`src/rtl/miner_result_uart_tx.sv`:
```
// Miner result reporter: snapshots found/exhausted events and sends a
// 39-byte framed report (sync, status, nonce, hash, XOR checksum) over UART 8N1.
module miner_result_uart_tx #(
  parameter int unsigned CLKS_PER_BIT = 434
) (
  input  logic         clk,
  input  logic         rst_n,
  input  logic         found,
  input  logic         exhausted,
  input  logic [31:0]  nonce_out,
  input  logic [255:0] hash_out,
  output logic         tx,
  output logic         tx_busy,
  output logic [15:0]  frames_sent,
  output logic [7:0]   drop_count
);

  localparam int unsigned CNT_W     = $clog2(CLKS_PER_BIT);
  localparam int unsigned SNAP_W    = 296;
  localparam int unsigned IDX_W     = 6;
  localparam int unsigned LAST_BYTE = 38;
  localparam logic [CNT_W-1:0] CNT_LAST = CNT_W'(CLKS_PER_BIT - 1);
  localparam logic [7:0] SYNC_BYTE = 8'hA5;

  typedef enum logic [2:0] {IDLE, START, DATA, STOP, DONE} state_t;

  state_t              state_q, state_d;
  logic                found_q, exhausted_q;
  logic [CNT_W-1:0]    cnt_q, cnt_d;
  logic [2:0]          bit_q, bit_d;
  logic [IDX_W-1:0]    byte_q, byte_d;
  logic [7:0]          shreg_q, shreg_d;
  logic [7:0]          csum_q, csum_d;
  logic [SNAP_W-1:0]   snap_q, snap_d;
  logic                tx_d, busy_d;
  logic [15:0]         frames_d;
  logic [7:0]          drop_d;
  logic                ev_found, ev_exh, ev_any, bit_end;

  assign ev_found = found & ~found_q;
  assign ev_exh   = exhausted & ~exhausted_q;
  assign ev_any   = ev_found | ev_exh;
  assign bit_end  = (cnt_q == CNT_LAST);

  // State and datapath registers; tx resets high so an abort idles the line at once.
  always_ff @(posedge clk or negedge rst_n) begin
    if (!rst_n) begin
      state_q     <= IDLE;
      found_q     <= 1'b0;
      exhausted_q <= 1'b0;
      cnt_q       <= '0;
      bit_q       <= '0;
      byte_q      <= '0;
      shreg_q     <= '0;
      csum_q      <= '0;
      snap_q      <= '0;
      tx          <= 1'b1;
      tx_busy     <= 1'b0;
      frames_sent <= '0;
      drop_count  <= '0;
    end else begin
      state_q     <= state_d;
      found_q     <= found;
      exhausted_q <= exhausted;
      cnt_q       <= cnt_d;
      bit_q       <= bit_d;
      byte_q      <= byte_d;
      shreg_q     <= shreg_d;
      csum_q      <= csum_d;
      snap_q      <= snap_d;
      tx          <= tx_d;
      tx_busy     <= busy_d;
      frames_sent <= frames_d;
      drop_count  <= drop_d;
    end
  end

  // Next-state, bit timing, byte loading and counters.
  always_comb begin
    state_d  = state_q;
    cnt_d    = cnt_q;
    bit_d    = bit_q;
    byte_d   = byte_q;
    shreg_d  = shreg_q;
    csum_d   = csum_q;
    snap_d   = snap_q;
    tx_d     = tx;
    busy_d   = tx_busy;
    frames_d = frames_sent;
    drop_d   = drop_count;

    if ((state_q != IDLE) && ev_any && (drop_count != 8'hFF)) begin
      drop_d = drop_count + 8'd1;
    end

    case (state_q)
      IDLE: begin
        tx_d   = 1'b1;
        busy_d = 1'b0;
        if (ev_any) begin
          snap_d  = {(ev_found ? 8'h01 : 8'h02), nonce_out, hash_out};
          shreg_d = SYNC_BYTE;
          csum_d  = '0;
          byte_d  = '0;
          cnt_d   = '0;
          tx_d    = 1'b0;
          busy_d  = 1'b1;
          state_d = START;
        end
      end
      START: begin
        if (bit_end) begin
          cnt_d   = '0;
          bit_d   = '0;
          tx_d    = shreg_q[0];
          state_d = DATA;
        end else begin
          cnt_d = cnt_q + CNT_W'(1);
        end
      end
      DATA: begin
        if (bit_end) begin
          cnt_d = '0;
          if (bit_q == 3'd7) begin
            tx_d    = 1'b1;
            state_d = STOP;
          end else begin
            bit_d   = bit_q + 3'd1;
            shreg_d = {1'b0, shreg_q[7:1]};
            tx_d    = shreg_q[1];
          end
        end else begin
          cnt_d = cnt_q + CNT_W'(1);
        end
      end
      STOP: begin
        if (bit_end) begin
          cnt_d = '0;
          if (byte_q == IDX_W'(LAST_BYTE)) begin
            state_d = DONE;
          end else begin
            byte_d  = byte_q + IDX_W'(1);
            tx_d    = 1'b0;
            state_d = START;
            // Payload bytes stream out of the snapshot; the last slot carries the checksum.
            if (byte_q == IDX_W'(LAST_BYTE - 1)) begin
              shreg_d = csum_q;
            end else begin
              shreg_d = snap_q[SNAP_W-1 -: 8];
              snap_d  = {snap_q[SNAP_W-9:0], 8'h00};
              csum_d  = csum_q ^ snap_q[SNAP_W-1 -: 8];
            end
          end
        end else begin
          cnt_d = cnt_q + CNT_W'(1);
        end
      end
      DONE: begin
        tx_d     = 1'b1;
        busy_d   = 1'b0;
        frames_d = frames_sent + 16'd1;
        state_d  = IDLE;
      end
      default: begin
        state_d = IDLE;
      end
    endcase
  end

endmodule

```
`config.mk`:
```
export PLATFORM = sky130hd
export DESIGN_NAME = miner_result_uart_tx
export DESIGN_NICKNAME = d
export VERILOG_FILES = /design/src/rtl/miner_result_uart_tx.sv
export SDC_FILE = /design/constraint.sdc
export NUM_CORES = 1
export LEC_CHECK = 0
export CORE_MARGIN = 3
export CORE_UTILIZATION = 50
export CTS_CLUSTER_SIZE = 28
export DETAILED_ROUTE_END_ITERATION = 10
export DONT_BUFFER_PORTS = 1
export PLACE_DENSITY_LB_ADDON = 0.08
export RECOVER_POWER = 50
export SYNTH_ARGS = -nofsm -noshare
export SYNTH_HDL_FRONTEND = slang
export SYNTH_SLANG_ARGS = --single-unit
```
`constraint.sdc`:
```
create_clock -name clk -period 4.9 [get_ports clk]
set_input_delay 0.98 -clock clk [delete_from_list [all_inputs] [get_ports clk]]
set_output_delay 0.98 -clock clk [all_outputs]
set_load 0.005 [all_outputs]
```
==> impl_metrics.toml, run 1 <==
[synthesis]
synth.area.mux_share_pct = 17.3
synth_adder_area_share_pct = 0.652
synth_cell_type_count = 66
synth-xor-area-share_pct = 1.27
ys_warn_count = 0
async_flop_share_pct = 100
syn-cell-area_sq_mm = 0.0173
ys_seq_area_share_pct = 52.3
synth_cells = 1639
synth_nets = 1940
ys_ff_latch = 361
synth_area_per_cell_sq_um = 10.5
synth_top_family_by_area = "multiplexers"
synth_compound_area_share_pct = 12.2
yosys.area_share.simple_pct = 12.4
synth_edf_count = 0
synth_flop_cell = "dfrtp_1"

[finish]
final.fill_count = 2970
final_util_pct = 55.5
drive_gt1_share_pct = 6.23
final_cell_area_sq_mm = 0.0187
finalNetCount = 1847
area_growth_pct = 8.43
stdcell_count = 2023

[pwr]
vdd_ir_drop_max_uv = 292
p_leak_nw = 7.52
power.density_mw_per_mm2 = 522

[sta]
tns_ns = 0
fin_crit_sh_pct = 63.3
fin_skew_ns = 0.0110
grt_setup_unrepaired = "no"
finalWorstSetupSlack_ns = 1.80
slew_viol_final = 0
relSlewSlack_pct = 14.6
worst_slew_pin_slew_ns = 1.27
hold_viol = 0
setup_viol = 0
fin_crit_ns = 3.10
max_freq_ghz = 0.323

[place]
place_ws_ns = 1.56
gp_congestion = 0.785
dp_cells = 1951
dpl_cell_area_sq_mm = 0.0174
dpl.hpwl_um = 27100
portBuffers = 0

[clock_tree]
cts_tree = "done"
cts_inserted_buffers = 41
root_buffer = "clkbuf_16"
path_clk_slew_ns = 0.06
cts_repair_resize_count = 0
htree_num_levels = 2
post_cts_buffers = 0
clock_path_buffers = 3
clock_latency_ns = 0.52
clock_sinks = 361
cts_hold_buf = 0

[worst_setup_path]
start_kind = "register"
cpPeakStageDelay_ns = 0.82
crit_fanout = 93
cp_top_family = "buffers and inverters"
cp.arrival_ns = 3.53
required_ns = 5.33
path_class = "reg -> reg"
crit_chain = "and3b_4 -> o2111ai_4 -> buf_4 -> buf_4 -> nand3_1 -> o21ai_0"
ff2ff_setup_slack_ns = 1.80
slowest_stage = "buf_4"
end_kind = "register"
path_common_cell = "buf_4"
crit_buf_inv = 2

[route]
drc = 0
viasPerCell = 6.05
drt-total-wl_um = 43800
ant_nets = 0
drt-initial-drc-count = 1028
dr.pass1.iters = 5
wire_per_inst_um = 21.7
vias = 12200

[die]
die_y_um = 192
die_x_um = 192
initial_core_util_pct = 51.2
pin_count = 318
core_sq_mm = 0.0338
dieArea_sq_mm = 0.0368
rows = 67

[min_path]
hold_class = "in -> async"

[grt]
grt_pass1_vias = 12200
grt_max_degree = 362
grt_first_pass_wirelength_um = 68600
grt-ovfl-total = 0
antenna_found_initial = 4
grt_usage_pct = 23.0

[flow_run]
drv_cap = 0

[status]
status = "finished clean"
cell families (layout without fill, tap and decap cells):
| logic type | Yosys count | in the layout |
|---|---|---|
| compound gates | 375 | 375 |
| xor+xnor | 25 | 25 |
| fa+ha+maj | 9 | 9 |
| buf+inv | 161 | 96 |
| flops | 361 | 361 |
| mux | 297 | 297 |
| other cells | 0 | 1 |
| simple gates | 411 | 411 |
worst paths after layout:
path,start,endpoint,cells after the start
worst max-delay path,state_q[0],snap_q[190],6
worst min-delay path,rst_n,drop_count[4],0
worst max register to register,state_q[0],snap_q[190],6
worst min register to register,snap_q[118],snap_q[118],2
max in group asynchronous,rst_n,snap_q[35],0
min in group clk,exhausted,exhausted_q,0
cell usage in the layout (no fill, tap or decap), types with 9 or more instances in the layout:
cell type	synthesis	routed
clkbuf_1	62	11
mux2_2	10	10
and3_1	9	9
xor2_1	13	13
a21o_1	10	10
nand3_1	300	300
nor3b_1	11	11
o21ai_1	33	33
nand2_1	36	36
xnor2_1	12	12
dfrtp_1	360	360
ha_1	9	9
clkbuf_16	0	41
o21ai_0	269	269
mux2i_1	287	287
inv_1	12	12
nor2_1	17	17
a22o_1	14	14
synthesized netlist by cell type (all sizes together), types with 2 or more instances:
cell     instances  share of area (%)
a2111oi          3               0.19
a211oi           3               0.13
a21o            10               0.43
a21oi            8               0.23
a221oi           2               0.20
a22o            14               0.71
a311oi           5               0.25
and3             9               0.33
buf             83                2.2
clkbuf          66                1.5
dfrtp          360                 52
ha               9               0.65
inv             12               0.26
mux2            10               0.65
mux2i          287                 17
nand2           36               0.78
nand3          300                8.7
nand4            5               0.18
nand4bb          3               0.29
nor2            18               0.43
nor2b            5               0.18
nor3             8               0.23
nor3b           11               0.48
nor4             3               0.14
o2111ai          2               0.10
o21ai          302                8.7
o22ai            8               0.29
o31ai            4               0.20
o32a             2               0.12
or3              2              0.072
xnor2           12               0.61
xor2            13               0.66
final cells by class:
class,instances,area (sq um),area share (%)
flip-flops and latches,361,9030,48.2
diodes,1,2.50,0.0134
inverters,12,45.0,0.240
repair buffers,13,160,0.855
clock inverters,12,170,0.908
multi-input cells,1117,7600,40.6
well taps,448,561,2.99
clock buffers,59,1160,6.21
routing by layer:
metal  share of wire [%]  track usage, %  vias up
li1                    -               -     5786
met1                  43            32.0     6053
met2                  46            34.7      344
met3                 9.8            8.45       56
met4                 1.5            4.97        6
met5               0.094               0        -
metrics by stage:
step | power, W | hold WS [ns]
floorplan | 0.00620 | 0.463
global placement | 0.00668 | 0.480
detailed placement | 0.00678 | 0.488
CTS | 0.00988 | 0.131
global route | 0.0105 | 0.121
finish | 0.00978 | 0.153
state kept, by name, indices dropped and copies added (netlist names), 3 cells and up:
register,count
snap_q,296
frames_sent,16
cnt_q,9
csum_q,8
drop_count,8
shreg_q,8
byte_q,6
bit_q,3
state_q,3
worst register-to-register path, cell delays in order, from the launching register on:
cell and delay (ns):
dfrtp_1 0.75, and3b_4 0.49, o2111ai_4 0.15, buf_4 0.44, buf_4 0.82, nand3_1 0.25
o21ai_0 0.12
report_power, final:
group	leakage, nW	switching, W	total, W	internal (W)
logic	2.34	0.00101	0.00177	0.000758
clock network	0.654	0.00121	0.00307	0.00186
registers	4.53	0.000761	0.00494	0.00418
Power figures use the tool's default switching activity.
==> run 2: changes to the inputs <==
==> constraint.sdc (replaced) <==
create_clock -name clk -period 2.8 [get_ports clk]
set_input_delay 0.56 -clock clk [delete_from_list [all_inputs] [get_ports clk]]
set_output_delay 0.56 -clock clk [all_outputs]
set_load 0.005 [all_outputs]
==> run 2 against run 1 <==
Net effect:
- the flow now finishes with violations (hold timing)
- final cell count rose by 1.3%
- combinational power rose by 85%
- register-to-register slack got worse by 1.3 ns
- sequential power rose by 74%
- total power rose by 75%
- die area did not move
- worst hold slack got worse by 0.41 ns
- setup slack got worse by 1.3 ns
- flip-flop and latch count did not move
- clock power rose by 69%
- core utilization rose by 0.88 points
- sequential share of layout area fell by 0.75 points
- critical endpoint is now snap_q[91]
- largest power group unchanged
==> impl_metrics.toml, run 2 (synthesis results as in run 1) <==
[clock_tree]
clock_sinks = 361
path_clk_slew_ns = 0.06
cts_inserted_buffers = 41
post_cts_buffers = 0
cts_repair_resize_count = 0
clock_path_buffers = 3
htree_num_levels = 2
cts_tree = "done"
root_buffer = "clkbuf_16"
clock_latency_ns = 0.52

[route]
vias = 12300
drt-initial-drc-count = 972
drt-total-wl_um = 44100
dr.pass1.iters = 5
wire_per_inst_um = 21.5
ant_nets = 0
drc = 0
viasPerCell = 6.02

[sta]
setup_viol = 0
fin_crit_sh_pct = 83.2
hold_viol = 197
fin_crit_ns = 2.33
worst_slew_pin_slew_ns = 1.29
grt_setup_unrepaired = "no"
relSlewSlack_pct = 13.7
slew_viol_final = 0
timing.hold.ws_ns = -0.259
max_freq_ghz = 0.429
fin_skew_ns = 0.0139
tns_ns = 0

[die]
die_y_um = 192
core_sq_mm = 0.0338
dieArea_sq_mm = 0.0368
pin_count = 318
initial_core_util_pct = 51.2
die_x_um = 192
rows = 67

[finish]
finalNetCount = 1870
drive_gt1_share_pct = 7.70
top_register = "snap_q"
reg_top3 = "snap_q: 296 flops, frames_sent: 16 flops, cnt_q: 9 flops"
area_growth_pct = 10.1
final_cell_mix = "dfrtp_1, nand3_1, mux2i_1"
final_common_cell = "dfrtp_1"
largest_reg_flops = 296

[worst_setup_path]
cp.arrival_ns = 2.71
path_class = "reg -> reg"
crit_fanout = 138
end_kind = "register"
start_kind = "register"
required_ns = 3.17

[place]
gp_congestion = 0.818
portBuffers = 0
dpl.hpwl_um = 28500

[pwr]
power.density_mw_per_mm2 = 898
vdd_ir_drop_max_uv = 509
p_leak_nw = 7.69

[grt]
grt_usage_pct = 23.3
grt_first_pass_wirelength_um = 69400
grt-ovfl-total = 0
grt_max_degree = 362
grt_pass1_vias = 12300
antenna_found_initial = 3

[status]
status = "finished, violations left"
violations = "hold timing"

[min_path]
hold_class = "in -> async"

[flow_run]
drv_cap = 0
-- run 2: cell count changes in the layout (fill, tap and decap cells not counted), sizes merged, moves of 2 or more --
cell,change
buf,+23
bufinv,-4
clkbuf,+5
clkinv,+2
diode,+3
-- run 2: worst paths after layout --
check | end | startpoint | slack [ns] | depth (start not counted)
setup / recovery | snap_q[91] | byte_q[1] | 0.47 | 7
max in group asynchronous | snap_q[284] | rst_n | 2.01 | 0
min in group clk | found_q | found | 0.07 | 0
hold reg to reg | snap_q[159] | snap_q[159] | 0.50 | 2
hold / removal | drop_count[5] | rst_n | -0.26 | 0
setup reg to reg | snap_q[91] | byte_q[1] | 0.47 | 7
-- run 2: cell type report --
class,count,area (sq um)
multi-input cells,1117,7590
inverters,12,45.0
diodes,4,10.0
fillers,2901,14700
clock inverters,8,43.8
flip-flops and latches,361,9030
clock buffers,64,1270
repair buffers,36,470
well taps,448,561
-- run 2: critical path, stage by stage, from the launching register on --
cell      delay, ns
dfrtp_1        0.43
inv_1          0.07
ha_1           0.36
nor2_1         0.17
o2111a_1       0.30
nor2_4         0.14
buf_12         0.37
o21ai_0        0.20
-- run 2: report_power, final --
part           internal (W)  leakage, nW  total, W  switching [W]
sequential          0.00731         4.53   0.00861        0.00130
clock               0.00312        0.659   0.00520        0.00209
combinational       0.00143         2.50   0.00327        0.00184
-- run 2: per-stage QoR --
stage               total power [W]  setup slack (ns)  utilization, %  instances  area (sq um)
floorplan                    0.0109             0.793               -       1639         17300
global placement             0.0118             0.562            52.4       1974         17700
detailed placement           0.0120             0.503            52.4       1974         17700
CTS                          0.0173             0.496            56.3       2046         19000
global route                 0.0183             0.276            56.3       2049         19000
finish                       0.0171             0.469            56.3       2050         19000
-- run 2: layer usage --
metal	routed length, um	track usage [%]	vias up	part of all wire, %
li1	-	-	5835	-
met1	19300	32.2	6145	44
met5	0	0	-	0
met4	549	5.28	0	1.2
met3	3970	7.98	39	9.0
met2	20300	35.7	318	46
